### config.mk
export PLATFORM = sky130hd
export DESIGN_NAME = video_mode_selector
export DESIGN_NICKNAME = d
export VERILOG_FILES = /design/src/rtl/video_mode_selector.sv
export SDC_FILE = /design/constraint.sdc
export NUM_CORES = 1
export LEC_CHECK = 0
export CAP_MARGIN = 25
export CORE_ASPECT_RATIO = 0.9
export CORE_MARGIN = 1.5
export CORE_UTILIZATION = 50
export CTS_CLUSTER_DIAMETER = 60
export DETAILED_ROUTE_END_ITERATION = 8
export PLACE_DENSITY = 0.69
export SLEW_MARGIN = 15
export SYNTH_ARGS = -nofsm -noshare
export SYNTH_HDL_FRONTEND = slang
export SYNTH_SLANG_ARGS = --single-unit
### constraint.sdc
create_clock -name clock -period 1.86 [get_ports clock]
set_input_delay 0.465 -clock clock [delete_from_list [all_inputs] [get_ports clock]]
set_output_delay 0.465 -clock clock [all_outputs]
set_load 0.01 [all_outputs]
### src/rtl/video_mode_selector.sv
// rtl/video_mode_selector.sv - debounced next/prev video mode selection with safe pipeline reset sequencing
`ifndef MODE_1080p
`define MODE_1080p 8'h01
`endif
`ifndef MODE_1080i
`define MODE_1080i 8'h02
`endif
`ifndef MODE_720p
`define MODE_720p 8'h03
`endif
`ifndef MODE_480p
`define MODE_480p 8'h04
`endif
`ifndef MODE_480i
`define MODE_480i 8'h05
`endif

module video_mode_selector #(
   parameter int unsigned DEBOUNCE_CYCLES = 1000000,
   parameter int unsigned HOLDOFF_CYCLES  = 1024,
   parameter int unsigned RESET_INDEX     = 2
) (
   input  logic       clock,
   input  logic       reset_n,
   input  logic       button_next,
   input  logic       button_prev,
   input  logic       pll_locked,
   output logic [7:0] mode_out,
   output logic [2:0] mode_index,
   output logic       pipeline_reset_n,
   output logic       busy
);

   localparam int DW = $clog2(DEBOUNCE_CYCLES + 1);
   localparam int HW = $clog2(HOLDOFF_CYCLES + 1);
   localparam logic [DW-1:0] DEB_LAST  = DW'(DEBOUNCE_CYCLES - 1);
   localparam logic [HW-1:0] HOLD_LAST = HW'(HOLDOFF_CYCLES - 1);
   localparam logic [2:0]    RST_IDX   = 3'(RESET_INDEX);

   localparam logic [1:0] S_IDLE      = 2'd0;
   localparam logic [1:0] S_HOLD      = 2'd1;
   localparam logic [1:0] S_WAIT_LOCK = 2'd2;

   function automatic logic [7:0] mode_code(input logic [2:0] idx);
      case (idx)
         3'd0:    return `MODE_1080p;
         3'd1:    return `MODE_1080i;
         3'd2:    return `MODE_720p;
         3'd3:    return `MODE_480p;
         3'd4:    return `MODE_480i;
         default: return `MODE_720p;
      endcase
   endfunction

   // bit 0 = next, bit 1 = prev, bit 2 = pll lock
   logic [2:0] sync1_q, sync2_q;
   logic [1:0] req_pulse;

   always_ff @(posedge clock or negedge reset_n) begin
      if (!reset_n) begin
         sync1_q <= '0;
         sync2_q <= '0;
      end else begin
         sync1_q <= {pll_locked, button_prev, button_next};
         sync2_q <= sync1_q;
      end
   end

   for (genvar i = 0; i < 2; i++) begin : g_deb
      logic [DW-1:0] cnt_q, cnt_d;
      logic          lvl_q, lvl_d;
      logic          pulse_q;

      always_comb begin
         cnt_d = cnt_q;
         lvl_d = lvl_q;
         if (sync2_q[i] == lvl_q) begin
            cnt_d = '0;
         end else if (cnt_q >= DEB_LAST) begin
            lvl_d = ~lvl_q;
            cnt_d = '0;
         end else begin
            cnt_d = cnt_q + DW'(1);
         end
      end

      always_ff @(posedge clock or negedge reset_n) begin
         if (!reset_n) begin
            cnt_q   <= '0;
            lvl_q   <= 1'b0;
            pulse_q <= 1'b0;
         end else begin
            cnt_q   <= cnt_d;
            lvl_q   <= lvl_d;
            pulse_q <= lvl_d & ~lvl_q;
         end
      end

      assign req_pulse[i] = pulse_q;
   end

   logic [1:0]    state_q, state_d;
   logic [2:0]    idx_q, idx_d;
   logic [7:0]    mode_q, mode_d;
   logic [HW-1:0] hold_q, hold_d;
   logic          prst_q, prst_d;
   logic          busy_q, busy_d;

   always_comb begin
      state_d = state_q;
      idx_d   = idx_q;
      mode_d  = mode_q;
      hold_d  = hold_q;
      prst_d  = prst_q;
      busy_d  = busy_q;
      case (state_q)
         S_IDLE: begin
            // simultaneous next+prev cancel each other
            if (req_pulse[0] ^ req_pulse[1]) begin
               if (req_pulse[0]) idx_d = (idx_q == 3'd4) ? 3'd0 : idx_q + 3'd1;
               else              idx_d = (idx_q == 3'd0) ? 3'd4 : idx_q - 3'd1;
               mode_d  = mode_code(idx_d);
               hold_d  = '0;
               prst_d  = 1'b0;
               busy_d  = 1'b1;
               state_d = S_HOLD;
            end
         end
         S_HOLD: begin
            if (hold_q == HOLD_LAST) state_d = S_WAIT_LOCK;
            else                     hold_d  = hold_q + HW'(1);
         end
         S_WAIT_LOCK: begin
            if (sync2_q[2]) begin
               state_d = S_IDLE;
               prst_d  = 1'b1;
               busy_d  = 1'b0;
            end
         end
         default: begin
            state_d = S_WAIT_LOCK;
            prst_d  = 1'b0;
            busy_d  = 1'b1;
         end
      endcase
   end

   always_ff @(posedge clock or negedge reset_n) begin
      if (!reset_n) begin
         state_q <= S_WAIT_LOCK;
         idx_q   <= RST_IDX;
         mode_q  <= mode_code(RST_IDX);
         hold_q  <= '0;
         prst_q  <= 1'b0;
         busy_q  <= 1'b1;
      end else begin
         state_q <= state_d;
         idx_q   <= idx_d;
         mode_q  <= mode_d;
         hold_q  <= hold_d;
         prst_q  <= prst_d;
         busy_q  <= busy_d;
      end
   end

   assign mode_out         = mode_q;
   assign mode_index       = idx_q;
   assign pipeline_reset_n = prst_q;
   assign busy             = busy_q;

endmodule

==> impl_metrics.py <==
metrics = {
    "final_layout": {
        "final_cells": 472,
        "layout-drive-gt1-share_pct": 18.6,
        "diodes": 0,
        "final_core_util_pct": 60.5,
        "nNetsFinal": 388,
        "syn2layout_area_growth_pct": 15.3,
        "layout.cells.most_common_list": "65 x dfrtp_1, 48 x nor2_1, 26 x nand2_1, 21 x xnor2_1, 20 x nand3_1",
        "final_common_cell": "dfrtp_1",
    },
    "power_and_ir_drop": {
        "power_leakage_nw": 1.80,
        "clkPwrFrac_pct": 42.3,
        "switchingPower_mw": 0.647,
        "p_per_area_nw_per_um2": 720,
        "switching_share_pct": 22.3,
        "vdd_drop_max_uv": 465,
        "combPwrFrac_pct": 3.5,
        "p_int_mw": 2.25,
        "power_mw": 2.90,
        "pwr-share-seq_pct": 54.2,
    },
    "worst_setup_path": {
        "r2r_slack_ps": -2,
        "worst-endpoint-required_ps": 2140,
        "rr_startpoint": "mode_index[1]",
        "critPathLaunchType": "flip-flop",
        "cp-startpoint": "mode_index[1]",
        "critPathArrivalTime_ps": 2140,
        "worstSetupEndpoint": "mode_out[1]",
        "crit_path_end_kind": "flip-flop",
        "crit_type": "reg -> reg",
        "rr_worst_depth": 7,
        "r2r_end": "mode_out[1]",
        "crit_path_max_fanout": 3,
    },
    "outcome": {
        "outcome": "finished with violations",
        "failed_checks": "setup timing",
    },
    "die": {
        "die_area_um2": 7500,
        "start_util_pct": 52.5,
        "die_h_um": 82.3,
        "rows": 28,
        "coreArea_um2": 6660,
        "io_pins": 18,
        "dieWidth_um": 91.1,
    },
    "yosys": {
        "yosysSeqAreaShare_pct": 51.0,
        "synth.cell_area_um2": 3490,
        "ys.warnings.count": 0,
        "synth_cells": 345,
        "synth_async_sr_flop_share_pct": 100,
        "synthMuxAreaShare_pct": 1.32,
        "synth.avg_cell_area_um2": 10.1,
        "ys_types": 61,
        "synth_xor_area_share_pct": 9.77,
        "synth_flop_cell": "dfrtp_1",
        "synth-simple-area-share_pct": 23.6,
        "synth_fa_ha_area_share_pct": 2.15,
        "synth_top_family_by_area": "simple AND/OR/NAND/NOR gates",
        "synth_edf_count": 0,
        "synth-compound-area-share_pct": 8.63,
        "synth_seq_cells": 71,
    },
    "drt": {
        "drc": 0,
        "wl_per_cell_um": 12.6,
        "drtIter0Drc": 109,
        "drtAntennaViolNets": 0,
        "wl_um": 5960,
        "drtPass1Iterations": 4,
        "routed_via_density": 5.09,
        "vias": 2404,
    },
    "sta": {
        "period_share_pct": 100,
        "min_period_ps": 1860,
        "tns_ps": -2.06,
        "worst_slack_ps": -2.06,
        "holdWs_ps": 129,
        "rsz0062_at_grt": "yes",
        "finalMaxSlewViolations": 0,
        "skew_ps": 6.83,
        "setup_viol": 1,
        "fmax_ghz": 0.537,
        "hold_viol_final": 0,
    },
    "place": {
        "portBuffers": 12,
        "gp_congestion": 0.808,
        "place_inst": 455,
        "hpwl_um": 4020,
    },
    "global_routing": {
        "grt-ovfl-total": 0,
        "grt_use_total_pct": 17.6,
        "grt_pass1_vias": 2230,
        "antenna_found_initial": 0,
        "grt_pass1_wl_um": 10200,
        "grt_max_degree": 72,
    },
    "clock_network": {
        "cts_tree": "yes",
        "clock-sinks": 71,
        "ctsHoldBuffers": 0,
        "h-tree-depth": 3,
        "clk_latency_ps": 340,
        "cts_made_buffers": 9,
        "cts-root-buf": "clkbuf_8",
        "clk_pin_slew_ps": 80,
        "cts_buffer_depth": 2,
    },
    "run": {
        "maxCapViolCount": 0,
    },
    "hold_path": {
        "hold_path.class": "in -> async",
    },
}
-- final cells by class --
type | count | area (µm²)
Tap cell | 90 | 113
Clock buffer | 11 | 141
Multi-Input combinational cell | 259 | 1640
Timing Repair Buffer | 29 | 265
Sequential cell | 71 | 1780
Clock inverter | 5 | 57.6
Inverter | 7 | 26.3
Fill cell | 583 | 2630
-- cell families after synthesis --
kind of cell / Yosys count
xor+xnor: 39
flops: 71
fa+ha+maj: 6
compound gates: 46
simple gates: 159
other cells: 1
mux: 4
buf+inv: 19
-- power groups by stage --
stage	combinational [mW]	sequential [mW]	clock [mW]
4_1_cts	0.104	1.57	1.26
5_1_grt	0.116	1.58	1.33
6_report	0.102	1.57	1.23
3_3_place_gp	0.102	1.60	0
2_1_floorplan	0.0527	1.60	0
3_5_place_dp	0.104	1.60	0
-- how the worst min path moves through the flow --
| stage | from | to | slack, ps | depth (start not counted) |
|---|---|---|---|---|
| finish | reset_n | g_deb[0].cnt_q[17] | 130 | 2 |
| global route | reset_n | g_deb[0].cnt_q[18] | 160 | 2 |
| CTS | reset_n | g_deb[0].cnt_q[17] | 130 | 2 |
| detailed placement | sync1_q[2] | sync2_q[2] | 340 | 0 |
| global placement | sync1_q[0] | sync2_q[0] | 330 | 0 |
| floorplan | reset_n | g_deb[0].cnt_q[0] | 170 | 0 |
-- sequential cells by signal, indices dropped and copies added (netlist names) --
| name | count |
|---|---|
| pipeline_reset_n | 1 |
| g_deb.lvl_q | 2 |
| g_deb.cnt_q | 40 |
| busy | 1 |
| mode_index | 3 |
| g_deb.pulse_q | 2 |
| state_q | 2 |
| hold_q | 11 |
| sync1_q | 3 |
| sync2_q | 3 |
| mode_out | 3 |
-- worst max-delay path, stage by stage, from the launching register on --
cell	delay [ps]
dfstp_2	550
inv_2	60
ha_4	150
or3_4	360
a211oi_2	240
and2_1	170
nand2_1	70
a22o_1	190
-- stage by stage --
| stage | cell area, µm² | worst slack [ps] |
|---|---|---|
| floorplan | 3510 | 7.73 |
| global placement | 3790 | 41.8 |
| detailed placement | 3790 | -20.5 |
| CTS | 4010 | 3.16 |
| global route | 4030 | -92.7 |
| finish | 4030 | -2.06 |
-- metal layers --
metal	vias up	global-route usage (%)	part of all wire, %	routed length, µm
met2	36	27.5	44	2650
met5	-	0	0	0
li1	1234	-	-	-
met4	0	7.34	1.3	75
met1	1126	22.7	51	3030
met3	8	5.77	3.5	208
-- synth_stat cells, types with 3 or more instances --
library cell | instances | area share, %
dfrtp_1 | 66 | 47
nor2_1 | 48 | 5.2
nand2_1 | 26 | 2.8
xnor2_1 | 21 | 5.3
nand3_1 | 20 | 2.9
xor2_1 | 18 | 4.5
o21ai_0 | 16 | 2.3
and3_1 | 11 | 2.0
nor2_2 | 10 | 1.8
a21oi_1 | 7 | 1.0
inv_1 | 7 | 0.75
nor3_1 | 7 | 1.0
ha_1 | 6 | 2.1
a21o_1 | 5 | 1.1
buf_4 | 5 | 1.1
dfstp_2 | 5 | 3.8
nor3b_1 | 5 | 1.1
or3_1 | 5 | 0.90
and2_1 | 3 | 0.54
nand2b_1 | 3 | 0.54
-- what timing repair did --
item                       CTS  global route
pin swaps                    1             4
gates resized for setup      9             6
setup endpoints to repair   10            11
setup buffers                1             0
(Power assumes the default switching activity.)
